<file path="src/rtl/bsg_aes_pkg.sv">
// Shared widths, derived word counts and FSM state type for the AES word packer.
package bsg_aes_pkg;

    localparam int BSG_AES_KEY_W       = 256;
    localparam int BSG_AES_BLOCK_W     = 128;
    localparam int BSG_AES_WORD_W      = 32;
    localparam int BSG_AES_KEY_WORDS   = BSG_AES_KEY_W / BSG_AES_WORD_W;
    localparam int BSG_AES_BLOCK_WORDS = BSG_AES_BLOCK_W / BSG_AES_WORD_W;

    typedef enum logic {
        COLLECT = 1'b0,
        FULL    = 1'b1
    } bsg_aes_state_e;

endpackage

</file>
<file path="src/rtl/bsg_aes_word_shifter.sv">
// Big-endian shift-in register: each enabled word enters at the LSBs, so the
// first word of a full load ends up in the most significant slot.
module bsg_aes_word_shifter
    import bsg_aes_pkg::*;
#(
    parameter int width_p      = BSG_AES_BLOCK_W,
    parameter int word_width_p = BSG_AES_WORD_W
) (
    input  logic                    clk_i,
    input  logic                    reset_n_i,
    input  logic                    en_i,
    input  logic [word_width_p-1:0] data_i,
    output logic [width_p-1:0]      data_o
);

    logic [width_p-1:0] data_d, data_q;

    // NOTE: every always_comb output gets a default first so no latch is inferred.
    always_comb begin
        data_d = data_q;
        if (en_i) begin
            data_d = {data_q[width_p-word_width_p-1:0], data_i};
        end
    end

    // NOTE: sequential state uses non-blocking assignments only.
    always_ff @(posedge clk_i) begin
        if (!reset_n_i) begin
            data_q <= '0;
        end else begin
            data_q <= data_d;
        end
    end

    assign data_o = data_q;

endmodule

</file>
<file path="src/rtl/bsg_aes_word_packer.sv">
// Packs a 32-bit key/plaintext word stream into a 384-bit {key, plaintext} word.
// Define BSG_AES_KEY_REUSE_EN to keep the key valid across consumed blocks.
module bsg_aes_word_packer
    import bsg_aes_pkg::*;
#(
    parameter int word_width_p  = BSG_AES_WORD_W,
    parameter int key_width_p   = BSG_AES_KEY_W,
    parameter int block_width_p = BSG_AES_BLOCK_W
) (
    input  logic                                 clk_i,
    input  logic                                 reset_n_i,
    input  logic                                 v_i,
    input  logic [word_width_p-1:0]              data_i,
    input  logic                                 key_i,
    output logic                                 ready_o,
    output logic                                 v_o,
    output logic [key_width_p+block_width_p-1:0] data_o,
    input  logic                                 yumi_i,
    output logic                                 key_valid_o,
    output logic                                 error_o
);

    bsg_aes_state_e state_d, state_q;
    logic [2:0]     key_cnt_d, key_cnt_q;
    logic [1:0]     pt_cnt_d, pt_cnt_q;
    logic           key_valid_d, key_valid_q;
    logic           error_d, error_q;
    logic           accept;
    logic           key_shift_en, pt_shift_en;
    logic [key_width_p-1:0]   key_q;
    logic [block_width_p-1:0] pt_q;

    always_comb begin
        state_d      = state_q;
        key_cnt_d    = key_cnt_q;
        pt_cnt_d     = pt_cnt_q;
        key_valid_d  = key_valid_q;
        error_d      = error_q;
        key_shift_en = 1'b0;
        pt_shift_en  = 1'b0;
        ready_o      = 1'b0;
        v_o          = 1'b0;
        accept       = 1'b0;

        unique case (state_q)
            COLLECT: begin
                ready_o = reset_n_i;
                accept  = v_i & ready_o;
                if (yumi_i) begin
                    error_d = 1'b1;
                end
                if (accept && key_i) begin
                    key_shift_en = 1'b1;
                    key_cnt_d    = key_cnt_q + 3'd1;
                    if (key_cnt_q == 3'd0) begin
                        key_valid_d = 1'b0;
                    end
                    if (key_cnt_q == 3'(BSG_AES_KEY_WORDS - 1)) begin
                        key_valid_d = 1'b1;
                    end
                end else if (accept) begin
                    // Plaintext without a complete key is swallowed; pt_cnt holds.
                    if (key_valid_q) begin
                        pt_shift_en = 1'b1;
                        pt_cnt_d    = pt_cnt_q + 2'd1;
                        if (pt_cnt_q == 2'(BSG_AES_BLOCK_WORDS - 1)) begin
                            state_d = FULL;
                        end
                    end else begin
                        error_d = 1'b1;
                    end
                end
            end
            FULL: begin
                v_o = 1'b1;
                if (yumi_i) begin
                    state_d = COLLECT;
`ifdef BSG_AES_KEY_REUSE_EN
                    key_valid_d = key_valid_q;
`else
                    key_valid_d = 1'b0;
`endif
                end
            end
        endcase
    end

    always_ff @(posedge clk_i) begin
        if (!reset_n_i) begin
            state_q     <= COLLECT;
            key_cnt_q   <= '0;
            pt_cnt_q    <= '0;
            key_valid_q <= 1'b0;
            error_q     <= 1'b0;
        end else begin
            state_q     <= state_d;
            key_cnt_q   <= key_cnt_d;
            pt_cnt_q    <= pt_cnt_d;
            key_valid_q <= key_valid_d;
            error_q     <= error_d;
        end
    end

    bsg_aes_word_shifter #(
        .width_p      (key_width_p),
        .word_width_p (word_width_p)
    ) key_shifter (
        .clk_i     (clk_i),
        .reset_n_i (reset_n_i),
        .en_i      (key_shift_en),
        .data_i    (data_i),
        .data_o    (key_q)
    );

    bsg_aes_word_shifter #(
        .width_p      (block_width_p),
        .word_width_p (word_width_p)
    ) pt_shifter (
        .clk_i     (clk_i),
        .reset_n_i (reset_n_i),
        .en_i      (pt_shift_en),
        .data_i    (data_i),
        .data_o    (pt_q)
    );

    // Both shifters are frozen while FULL, so data_o is stable until yumi_i.
    assign data_o      = {key_q, pt_q};
    assign key_valid_o = key_valid_q;
    assign error_o     = error_q;

endmodule

</file>
<file path="config.mk">
export PLATFORM = sky130hd
export DESIGN_NAME = bsg_aes_word_packer
export DESIGN_NICKNAME = d
export VERILOG_FILES = /design/src/rtl/bsg_aes_pkg.sv /design/src/rtl/bsg_aes_word_shifter.sv /design/src/rtl/bsg_aes_word_packer.sv
export SDC_FILE = /design/constraint.sdc
export NUM_CORES = 1
export LEC_CHECK = 0
export CAP_MARGIN = 20
export CORE_MARGIN = 1
export CORE_UTILIZATION = 48
export DETAILED_ROUTE_END_ITERATION = 8
export PLACE_DENSITY = 0.83
export SLEW_MARGIN = 15
export SYNTH_ARGS = -nofsm -noshare
export SYNTH_HDL_FRONTEND = slang
export SYNTH_HIERARCHICAL = 1
export SYNTH_SLANG_ARGS = --single-unit
</file>
<file path="constraint.sdc">
create_clock -name clk_i -period 1.77 [get_ports clk_i]
set_input_delay 0.2655 -clock clk_i [delete_from_list [all_inputs] [get_ports clk_i]]
set_output_delay 0.2655 -clock clk_i [all_outputs]
set_load 0.02 [all_outputs]
</file>
# Word-level counts from Yosys, hierarchy flattened
# Index checks and enable logic that the tools add are counted.
# totals
in_bits	37
regBits	392
elab_cells	45
# classes
eq_ne	5
reduce_logical	5
mux	23
n_bitwise	3
n_addsub	2
# ops
cell	n
1-bit two-way mux	21
2-bit != test (second input constant)	2
1-bit case mux with 2 select lines	2
4-bit AND reduction	1
3-bit by 1-bit adder with 3-bit output (second input constant)	1
3-bit equality test (second input constant)	1
3-bit zero test	1
3-bit != test (second input constant)	1
3-bit AND reduction	1
2-bit by 1-bit adder with 2-bit output (second input constant)	1
2-bit equality test (second input constant)	1
1-bit inverter	2
2-bit AND reduction	1
1-bit AND	1
1-bit logical AND	1

# Logic depth before layout (Yosys ltp)
# Gate-level depths: netlist of the first run.
# logic_depth
depth_word	6
ltp_mapped	7

# Modules after synthesis
# The synthesis of the first run kept the hierarchy.
# by_module_without_submodules
module	area_each_um2	seq_area_each_um2	cells_each	n_inst
bsg_aes_word_shifter (key_shifter)	9950.8	5124.9	825	1
bsg_aes_word_shifter (pt_shifter)	4968.5	2562.5	412	1
bsg_aes_word_packer	430.4	160.2	42	1

# Worst setup path after synthesis of the first run
# Ideal clock, no wire load.
# synth_path
path_type	flip-flop to flip-flop
startpoint	register key_valid_q, in the netlist key_valid_o
endpoint	register pt_shifter.data_q[100], in the netlist pt_shifter/data_o[100]
t_arrival_ns	1.466
stages_incl_launch_ff	7
path_buffers	2
setup_time_ns	0.116
slack_ns	0.188
path_cell_list	dfxtp_1 and4bb_4 and2_2 buf_12 buf_12 mux2i_1 nor2b_1
# synth_via
elab_chain_len	4
# synth_lines
item	line_no	rtl
start: declaration	bsg_aes_word_packer.sv:26	logic key_valid_d, key_valid_q;
start signal: assignment	bsg_aes_word_packer.sv:99	key_valid_q <= key_valid_d;
1-bit two-way mux	bsg_aes_word_packer.sv:63	if (key_valid_q) begin
1-bit two-way mux	bsg_aes_word_packer.sv:61	end else if (accept) begin
1-bit two-way mux	bsg_aes_word_packer.sv:52	if (accept && key_i) begin
1-bit two-way mux	bsg_aes_word_packer.sv:45	unique case (state_q)
net pt_shift_en	bsg_aes_word_packer.sv:29	logic key_shift_en, pt_shift_en;
end signal: assignment	bsg_aes_word_shifter.sv:31	data_q <= data_d;
end: declaration	bsg_aes_word_shifter.sv:16	logic [width_p-1:0] data_d, data_q;
# The timed path passes the listed nets, and every way through them passes these cells.
# A chain may end at the register's enable or synchronous reset.

# Worst setup path after layout of the first run
# layout_path
startpoint	register pt_shifter.data_q[99], in the netlist pt_shifter/data_o[99]
endpoint	output port data_o[99]
# layout_lines
item	line_no	rtl
end: declaration	bsg_aes_word_packer.sv:17	output logic [key_width_p+block_width_p-1:0] data_o,
# No word-level cell between the ends.

==> summary.txt, run 1 <==
Clocking
  – Num Clock Sinks: 392
  – CTS Buffer Depth: 3
  – Clock latency on the worst-skew pair: 540 ps
  – Root buffer cell: clkbuf_16
  – CTS clk-pin slew, worst paths: 60 ps
  – CTS tree: done
  – CTS buffer count: 42
  – H-Tree Depth: 2
  – Setup Buffers After CTS: 0

Detailed routing
  – Detailed Route WL: 39200 µm
  – Antenna-violating nets left: 0
  – Drt drc: 0
  – DRT iter0 DRCs: 458
  – Via count: 10400
  – 1st-pass router iterations: 4
  – Vias per std cell: 4.86
  – WL/cell: 18.3 µm

Synth
  – Syn_nets: 1320
  – Cells after Synth: 1279
  – Syn avg cell area: 12.0 µm²
  – Distinct cells, synth: 24
  – Top cell type by total area after synthesis: dfxtp_1
  – Synthesis Warnings: 6
  – Synth top area share: 51.1%
  – Seq/Total Area, Yosys: 51.1%
  – Synthesized flop and latch total: 392
  – Synth top area cells: dfxtp_1 (51%), mux2i_1 (25%), nor2b_1 (16%)
  – Synth Cell Area: 15300 µm²

Placed design
  – DP HPWL: 28000 µm
  – Placement Setup Slack: -186 ps
  – DP Area: 19700 µm²
  – Gpl congestion: 0.812
  – I/O Buffers: 424

Min path
  – Worst hold-check path type: input port to register
  – Beginning of the worst hold path: reset_n_i
  – Hold Path Depth: 3

Setup path
  – Critical path class: register to output pin
  – Crit-path max cell delay: 600 ps
  – Crit path required time: 1500 ps
  – CP delay by family, top: buffers and inverters
  – R2R depth: 5
  – Critical path, cell by cell: clkdlybuf4s50_1
  – Worst EP arrival: 1470 ps
  – FF-to-FF Start: state_q$_SDFF_PN0_
  – Crit path from: pt_shifter/data_o[99]$_SDFFE_PN0P_
  – Critical path peak fanout: 2
  – CP Capture Type: output pin
  – Startpoint types: register
  – Buf/Inv on CP: 1
  – CP max stage cell: clkdlybuf4s50_1
  – Crit. path cell count: 1

Cells and area
  – Area Growth Syn to Fin: 35.4%
  – Final Cell Area: 20800 µm²
  – Share of layout cells above drive strength 1: 7.01%
  – Number of nets in the layout: 1751
  – Antenna cells: 0
  – Fillcell total: 2511

Floorplanning
  – Die Y: 181 µm
  – Chip width: 181 µm
  – Starting density of the core: 48.8%
  – I/O pins: 425
  – Die area: 32700 µm²
  – Placeable Area: 31500 µm²
  – Row count: 65

Global route
  – Initial antenna violation count: 0
  – Largest net degree at the start of global routing: 137
  – Global route hottest layer: met2
  – Global Route Usage Sum: 23.2%
  – First-pass GRT wire length: 60400 µm
  – Grt total ovfl: 0
  – Grt met3 use: 7.70%
  – Grt met2 use: 37.6%
  – Number of global-route vias before repair: 10500
  – Met1 Usage GRT: 28.6%

Power
  – Net Sw Power: 3.89 mW
  – Clock power share: 47.4%
  – Flop pwr share: 48.4%
  – Worst VDD drop: 0.000728 V
  – Switching Fraction: 21.2%
  – Tot Pwr: 18.4 mW
  – Pleak: 9.22 nW
  – Internal power: 14.5 mW
  – Comb pwr share: 4.2%
  – P per Cell Area: 884 nW/µm²

STA
  – Peak Freq: 575 MHz
  – Fin. Hold Viols: 0
  – Final worst slack: 32.4 ps
  – Final Max Slew Viols: 0
  – Worst clock skew: 24.7 ps
  – Setup-failing EPs final: 0
  – Slew headroom: 35.5%
  – RSZ-0062 raised after global routing: false
  – Final min period: 1740 ps
  – Worst Max-Slew Pin Slew: 967 ps
  – Final cycle utilization of the critical path: 98.2%

Flow run
  – Max cap viols: 0

Outcome
  – Status: finished clean
==> final cells by class <==
type                       instances  area [µm²]  area share, %
sequential                       392        7850           37.8
multi-input combinational        798        6500           31.3
timing repair buffer             473        4530           21.8
clock buffer                      58        1200           5.79
tap                              402         503           2.42
clock inverter                    16         178          0.855
inverter                           3        18.8         0.0903
==> timing repair <==
item                       in CTS  in global routing
gates resized for setup       340                 40
hold buffers                    0                  0
setup endpoints to repair     339                 39
==> final timing paths <==
| path | to | slack (ps) |
|---|---|---|
| worst max-delay path | data_o[99] | 30 |
| worst min-delay path | error_o$_SDFFE_PN0N_ | 10 |
| worst min register to register | error_o$_SDFFE_PN0N_ | 440 |
| worst max register to register | pt_shifter/data_o[8]$_SDFFE_PN0P_ | 130 |
==> registers in the layout, indices dropped and copies added (netlist names) <==
name,count
error_o,1
key_cnt_q,3
key_shifter/data_o,256
key_valid_o,1
pt_cnt_q,2
pt_shifter/data_o,128
state_q,1
==> cells by family (layout without fill, tap and decap cells) <==
| kind of cell | Yosys count | in the layout | synth area share (%) |
|---|---|---|---|
| DFF | 392 | 392 | 51.1 |
| xor gates and xnor gates | 2 | 2 | 0.114 |
| AOI/OAI and AO/OA | 3 | 3 | 0.0978 |
| adders and majority gates | 4 | 4 | 0.326 |
| buffers and inverters | 89 | 550 | 6.52 |
| muxes | 389 | 389 | 25.4 |
| and+or+nand+nor | 400 | 400 | 16.4 |
==> synthesized netlist by cell type <==
cell type	instances
dfxtp_1	392
clkbuf_1	41
and2_2	1
mux2i_1	388
buf_2	2
buf_6	2
nor3b_1	1
nor2b_1	389
ha_1	4
nor2_1	1
and2b_1	1
a21oi_1	2
xor2_1	1
xnor2_1	1
and4bb_4	1
o21ai_0	1
inv_1	3
nand2_1	3
mux2_2	1
buf_12	39
buf_8	1
buf_4	1
nand4b_4	1
and2_1	2
==> per-layer routing <==
metal	share of wire [%]	routed length, µm
met1	43	16800
met3	8.0	3150
met5	0	0
met4	3.2	1270
met2	46	18000
==> layout by cell type (no fill, tap or decap), drive strengths merged <==
cell / synthesis / final
dfxtp: 392 / 392
nor2b: 389 / 389
mux2i: 388 / 388
dlygate4sd2: 0 / 338
clkbuf: 41 / 59
buf: 45 / 49
clkdlybuf4s50: 0 / 46
dlymetal6s2s: 0 / 38
clkinv: 0 / 11
inv: 3 / 5
ha: 4 / 4
nand2: 3 / 3
bufinv: 0 / 3
and2: 3 / 3
a21oi: 2 / 2
nand4b: 1 / 1
and4bb: 1 / 1
and2b: 1 / 1
nor2: 1 / 1
mux2: 1 / 1
xor2: 1 / 1
nor3b: 1 / 1
o21ai: 1 / 1
xnor2: 1 / 1
clkdlybuf4s15: 0 / 1
==> power groups by stage <==
stage | Sequential (mW) | Clock (mW) | Combinational (mW)
CTS | 8.89 | 8.85 | 0.773
global route | 8.89 | 9.27 | 0.814
detailed placement | 9.08 | 0 | 0.791
global placement | 9.08 | 0 | 0.782
finish | 8.89 | 8.70 | 0.770
floorplan | 9.12 | 0 | 0.523
==> tightest hold or removal path: stages <==
cell	delay, ps
clkbuf_8	150
nand2_1	60
nand2_1	50
==> through the flow <==
step	hold slack (ps)	setup TNS [ps]	utilization, %	std cells
after global routing	0.869	0	66.0	2142
after detailed placement	434	-41340	62.7	2068
after floorplan	412	0	-	1279
after global placement	427	-32590	62.7	2068
after CTS	6.25	0	65.7	2142
final	13.3	0	66.0	2142
Power figures use the tool's default switching activity.
==> inputs of run 2 (changes only) <==
--- a/config.mk
+++ b/config.mk
@@ -9,6 +9,7 @@
 export CORE_MARGIN = 1
 export CORE_UTILIZATION = 48
 export DETAILED_ROUTE_END_ITERATION = 8
+export HOLD_SLACK_MARGIN = 0.05
 export PLACE_DENSITY = 0.83
 export SLEW_MARGIN = 15
 export SYNTH_ARGS = -nofsm -noshare
==> summary.txt, run 2 (synthesis gave the netlist of run 1 again) <==
Power
  – Tot Pwr: 18.4 mW
  – Flop pwr share: 48.4%
  – Net Sw Power: 3.90 mW
  – Clock power share: 47.4%
  – Worst VDD drop: 0.000729 V
  – Switching Fraction: 21.2%
  – Pleak: 9.22 nW
  – Internal power: 14.5 mW
  – Comb pwr share: 4.2%
  – P per Cell Area: 884 nW/µm²

Global route
  – Largest net degree at the start of global routing: 137
  – Initial antenna violation count: 0
  – Number of global-route vias before repair: 10500
  – First-pass GRT wire length: 60500 µm
  – Global Route Usage Sum: 23.2%
  – Grt total ovfl: 0

Detailed routing
  – Drt drc: 0
  – WL met3: 3130 µm
  – Antenna-violating nets left: 0
  – Detailed Route WL: 39200 µm
  – Via count: 10400
  – DRT iter0 DRCs: 464
  – 1st-pass router iterations: 5
  – WL/cell: 18.3 µm
  – Vias per std cell: 4.87
  – Metal2 WL: 18000 µm
  – WL met1: 16800 µm
  – Top Layer Used: met4

Flow run
  – Max cap viols: 0

Setup path
  – Startpoint types: register
  – Crit-path max cell delay: 600 ps
  – Crit. path cell count: 1
  – CP Capture Type: output pin
  – Critical path, cell by cell: clkdlybuf4s50_1
  – Buf/Inv on CP: 1
  – Crit path required time: 1500 ps
  – CP delay by family, top: buffers and inverters
  – CP max stage cell: clkdlybuf4s50_1
  – Worst EP arrival: 1470 ps
  – Critical path class: register to output pin
  – Reg2Reg Setup Slack: 140 ps
  – Critical path peak fanout: 2
  – R2R depth: 5

Placed design
  – I/O Buffers: 424
  – DP HPWL: 28000 µm
  – Gpl congestion: 0.812

Cells and area
  – Area Growth Syn to Fin: 35.4%
  – Number of nets in the layout: 1752
  – Share of layout cells above drive strength 1: 7.01%
  – Most frequent cells in the layout: dfxtp_1 (391), nor2b_1 (389), mux2i_1 (388)
  – Max reg flops: 256
  – Commonest non-fill, non-tap cell in the layout: dfxtp_1
  – Antenna cells: 0
  – Final Util: 66.1%

Min path
  – Worst hold-check path type: input port to register
  – Hold Path Depth: 3

STA
  – Setup TNS: 0 ps
  – Final cycle utilization of the critical path: 98.1%
  – RSZ-0062 raised after global routing: false
  – Slew headroom: 35.1%
  – Worst clock skew: 24.8 ps
  – Worst Max-Slew Pin Slew: 973 ps
  – Setup-failing EPs final: 0
  – Fin. Hold Viols: 0
  – Final Max Slew Viols: 0
  – Peak Freq: 576 MHz
  – Final min period: 1740 ps

Floorplanning
  – Starting density of the core: 48.8%
  – Chip width: 181 µm
  – I/O pins: 425
  – Row count: 65
  – Die Y: 181 µm
  – Placeable Area: 31500 µm²
  – Die area: 32700 µm²

Clocking
  – CTS tree: done
  – CTS buffer count: 42
  – Setup Buffers After CTS: 0
  – CTS Buffer Depth: 3
  – Num Clock Sinks: 392
  – H-Tree Depth: 2
  – CTS clk-pin slew, worst paths: 60 ps
  – Clock latency on the worst-skew pair: 540 ps
  – Root buffer cell: clkbuf_16

Outcome
  – Status: finished clean
## run 2: routing by layer
layer / vias up / global-route usage [%]
met5: - / 0
met4: 0 / 8.68
met3: 70 / 7.70
met2: 324 / 37.6
met1: 4930 / 28.7
li1: 5117 / -
## run 2: timing repair
action | in CTS | in global routing
pin swaps | 0 | 0
hold buffers | 1 | 0
endpoints found under the hold margin | 1 | 0
resized for setup | 340 | 39
setup endpoints to repair | 339 | 39
## run 2: cell type report
type / instances / area [µm²]
Fill cell: 2508 / 10700
Sequential cell: 392 / 7850
Multi-Input combinational cell: 798 / 6500
Timing Repair Buffer: 474 / 4540
Clock buffer: 58 / 1200
Tap cell: 402 / 503
Clock inverter: 16 / 178
Inverter: 3 / 18.8
## run 2: path summary, 6_finish.rpt
check | start | to
min | data_i[30] | key_shifter/data_o[30]$_SDFFE_PN0P_
max reg2reg | state_q$_SDFF_PN0_ | pt_shifter/data_o[8]$_SDFFE_PN0P_
min reg2reg | error_o$_SDFFE_PN0N_ | error_o$_SDFFE_PN0N_
max | pt_shifter/data_o[99]$_SDFFE_PN0P_ | data_o[99]
## run 2: through the flow
stage | hold slack, ps | instances | setup WS (ps) | area, µm²
6_report | 392 | 2143 | 32.9 | 20800
5_1_grt | 392 | 2143 | 1.20 | 20800
4_1_cts | 387 | 2143 | 0.675 | 20700
3_5_place_dp | 434 | 2068 | -186 | 19700
3_3_place_gp | 427 | 2068 | -159 | 19700
2_1_floorplan | 412 | 1279 | 188 | 15300
## run 2: power by group through the flow
stage	clock, mW	combinational, mW	sequential, mW
CTS	8.85	0.775	8.89
global route	9.27	0.816	8.89
floorplan	0	0.523	9.12
global placement	0	0.782	9.08
finish	8.71	0.772	8.89
detailed placement	0	0.791	9.08
## run 2: worst register-to-register path, stage by stage, from the launching register on
cell      delay (ps)
dfxtp_2          360
and4bb_4         310
and2_4           250
buf_12           260
mux2i_1          260
nor2b_1           80
==> inputs of run 3 (changes only) <==
--- a/config.mk
+++ b/config.mk
@@ -7,12 +7,11 @@
 export LEC_CHECK = 0
 export CAP_MARGIN = 20
 export CORE_MARGIN = 1
-export CORE_UTILIZATION = 48
+export CORE_UTILIZATION = 47
 export DETAILED_ROUTE_END_ITERATION = 8
 export HOLD_SLACK_MARGIN = 0.05
 export PLACE_DENSITY = 0.83
 export SLEW_MARGIN = 15
 export SYNTH_ARGS = -nofsm -noshare
 export SYNTH_HDL_FRONTEND = slang
-export SYNTH_HIERARCHICAL = 1
 export SYNTH_SLANG_ARGS = --single-unit
==> summary.txt, run 3 <==
Power
  – Internal power: 13.9 mW
  – Switching Fraction: 21.4%
  – Flop pwr share: 50.0%
  – Net Sw Power: 3.80 mW
  – Pleak: 10.8 nW
  – Clock power share: 46.0%
  – Worst VDD drop: 0.000746 V
  – P per Cell Area: 873 nW/µm²
  – Comb pwr share: 3.9%

STA
  – Final worst slack: 17.8 ps
  – Slew headroom: 45.3%
  – Final cycle utilization of the critical path: 99.0%
  – Setup-failing EPs final: 0
  – Peak Freq: 571 MHz
  – Worst clock skew: 11.0 ps
  – Worst Max-Slew Pin Slew: 821 ps
  – Final Max Slew Viols: 0
  – Fin. Hold Viols: 0
  – Hold slack: 327 ps
  – Final min period: 1750 ps

Clocking
  – CTS clk-pin slew, worst paths: 60 ps
  – CTS buffer count: 40
  – Num Clock Sinks: 392
  – Root buffer cell: clkbuf_16
  – Setup Buffers After CTS: 0
  – CTS Buffer Depth: 3
  – CTS tree: done
  – Clock latency on the worst-skew pair: 510 ps
  – H-Tree Depth: 2
  – CTS Hold Bufs: 0

Placed design
  – Placement Setup Slack: -83.3 ps
  – DP Cell Count: 2339
  – I/O Buffers: 424
  – Gpl congestion: 0.840
  – DP Area: 19100 µm²
  – DP HPWL: 30700 µm

Outcome
  – Status: finished clean

Cells and area
  – Fillcell total: 2324
  – Antenna cells: 0
  – Area Growth Syn to Fin: 41.1%
  – Most frequent cells in the layout: nand2_1 (650), dfxtp_1 (391), dlygate4sd2_1 (227)
  – Commonest non-fill, non-tap cell in the layout: nand2_1
  – Final Cell Area: 20300 µm²
  – Max reg flops: 256
  – Share of layout cells above drive strength 1: 5.21%
  – Number of nets in the layout: 2032
  – Fin cells: 2405

Min path
  – Beginning of the worst hold path: data_i[17]
  – Hold endpoint: pt_shifter.data_o[17]$_SDFFE_PN0P_
  – Hold Path Depth: 3
  – Worst hold-check path type: input port to register

Global route
  – Initial antenna violation count: 0
  – First-pass GRT wire length: 64700 µm
  – Largest net degree at the start of global routing: 217
  – Global Route Usage Sum: 26.3%
  – Number of global-route vias before repair: 12000
  – Grt total ovfl: 0

Floorplanning
  – Placeable Area: 29900 µm²
  – I/O pins: 425
  – Chip width: 177 µm
  – Die Y: 177 µm
  – Row count: 63
  – Starting density of the core: 48.2%
  – Die area: 31400 µm²

Synth
  – Synthesis Warnings: 0
  – EDFF count, synth: 0
  – Distinct cells, synth: 22
  – Synth top area share: 54.4%
  – Syn avg cell area: 9.01 µm²
  – Cells after Synth: 1599
  – Seq/Total Area, Yosys: 54.4%
  – Top cell type by total area after synthesis: dfxtp_1
  – Fraction of registers with async set/reset: 0%
  – Commonest cells post-synth: nand2_1 (650), dfxtp_1 (392), a21boi_1 (190)
  – Ys flop type: dfxtp_1
  – Most frequent cell after synthesis: nand2_1
  – Syn_nets: 1640
  – Synthesized flop and latch total: 392
  – Synth top area cells: dfxtp_1 (54%), nand2_1 (17%), a21boi_1 (9.9%)
  – Synth Cell Area: 14400 µm²

Detailed routing
  – 1st-pass router iterations: 5
  – DRT iter0 DRCs: 780
  – Drt drc: 0
  – WL/cell: 17.8 µm
  – Antenna-violating nets left: 0
  – Detailed Route WL: 42700 µm
  – Via count: 12200
  – Vias per std cell: 5.08

Setup path
  – Reg2Reg Setup Slack: 230 ps
  – Critical path class: register to output pin
  – Crit path required time: 1500 ps
  – Critical path, cell by cell: clkdlybuf4s50_1
  – Crit-path max cell delay: 620 ps
  – CP Capture Type: output pin
  – Crit path from: key_shifter.data_o[140]$_SDFFE_PN0P_
  – Worst EP arrival: 1490 ps
  – Buf/Inv on CP: 1
  – FF-to-FF Start: state_q$_SDFF_PN0_
  – CP delay by family, top: buffers and inverters
  – CP max stage cell: clkdlybuf4s50_1
  – Critical path peak fanout: 3
  – FF-to-FF End: key_shifter.data_o[247]$_SDFFE_PN0P_
  – R2R depth: 5
  – Startpoint types: register

Flow run
  – Max cap viols: 0
-- run 3: changes by cell type after synthesis, sizes merged, moves of 2 or more --
cell	previous run	this run
nand2	3	650
a21oi	2	0
inv	3	37
clkbuf	41	39
mux2i	388	130
nor2b	389	2
and2	3	0
a21boi	0	259
a221oi	0	2
buf	45	76
-- run 3: worst max path at each step --
stage,slack [ps],cells past startpoint,endpoint
global route,-10,1,data_o[45]
floorplan,240,5,pt_shifter.data_o[0]$_SDFFE_PN0P_
detailed placement,-80,6,pt_shifter.data_o[7]$_SDFFE_PN0P_
finish,20,1,data_o[268]
CTS,0.06,1,data_o[148]
global placement,-10,6,key_shifter.data_o[71]$_SDFFE_PN0P_
-- run 3: per-layer routing --
layer	vias to the layer above	wire length (µm)	global-route usage (%)
met1	5787	16500	29.8
li1	5940	-	-
met4	0	1880	11.7
met2	407	20800	45.3
met3	91	3530	7.99
met5	-	0	0
-- run 3: area by class of cell --
type | instances | area [µm²] | area share [%]
Clock buffer | 60 | 1200 | 5.89
Multi-Input combinational cell | 1055 | 5840 | 28.7
Tap cell | 390 | 488 | 2.40
Timing Repair Buffer | 465 | 4750 | 23.4
Inverter | 37 | 139 | 0.683
Clock inverter | 6 | 62.6 | 0.308
Sequential cell | 392 | 7850 | 38.6
-- run 3: kinds of logic after synthesis --
group / count (synthesis) / synth area share, %
simple gates: 657 / 17.3
mux: 131 / 9.11
flops: 392 / 54.4
compound gates: 263 / 13.7
fa+ha+maj: 4 / 0.347
buf+inv: 152 / 5.09
-- run 3: power by group through the flow --
stage	logic (mW)	registers [mW]	clock network [mW]
after floorplan	0.356	9.11	0
after global placement	0.711	9.08	0
after detailed placement	0.715	9.08	0
after CTS	0.698	8.88	8.28
after global routing	0.745	8.88	8.64
final	0.697	8.88	8.17
-- run 3: repair_timing --
item / in CTS / in global routing
endpoints found under the hold margin: 0 / 0
pin swaps: 0 / 0
endpoints found under the setup margin: 228 / 93
gates resized for setup: 231 / 94
-- run 3: through the flow --
stage	utilization [%]	TNS, ps	total power, mW
2_1_floorplan	-	0	9.47
3_3_place_gp	64.0	-313	9.79
3_5_place_dp	64.0	-4850	9.79
4_1_cts	67.3	0	17.9
5_1_grt	68.1	-16.6	18.3
6_report	68.1	0	17.7
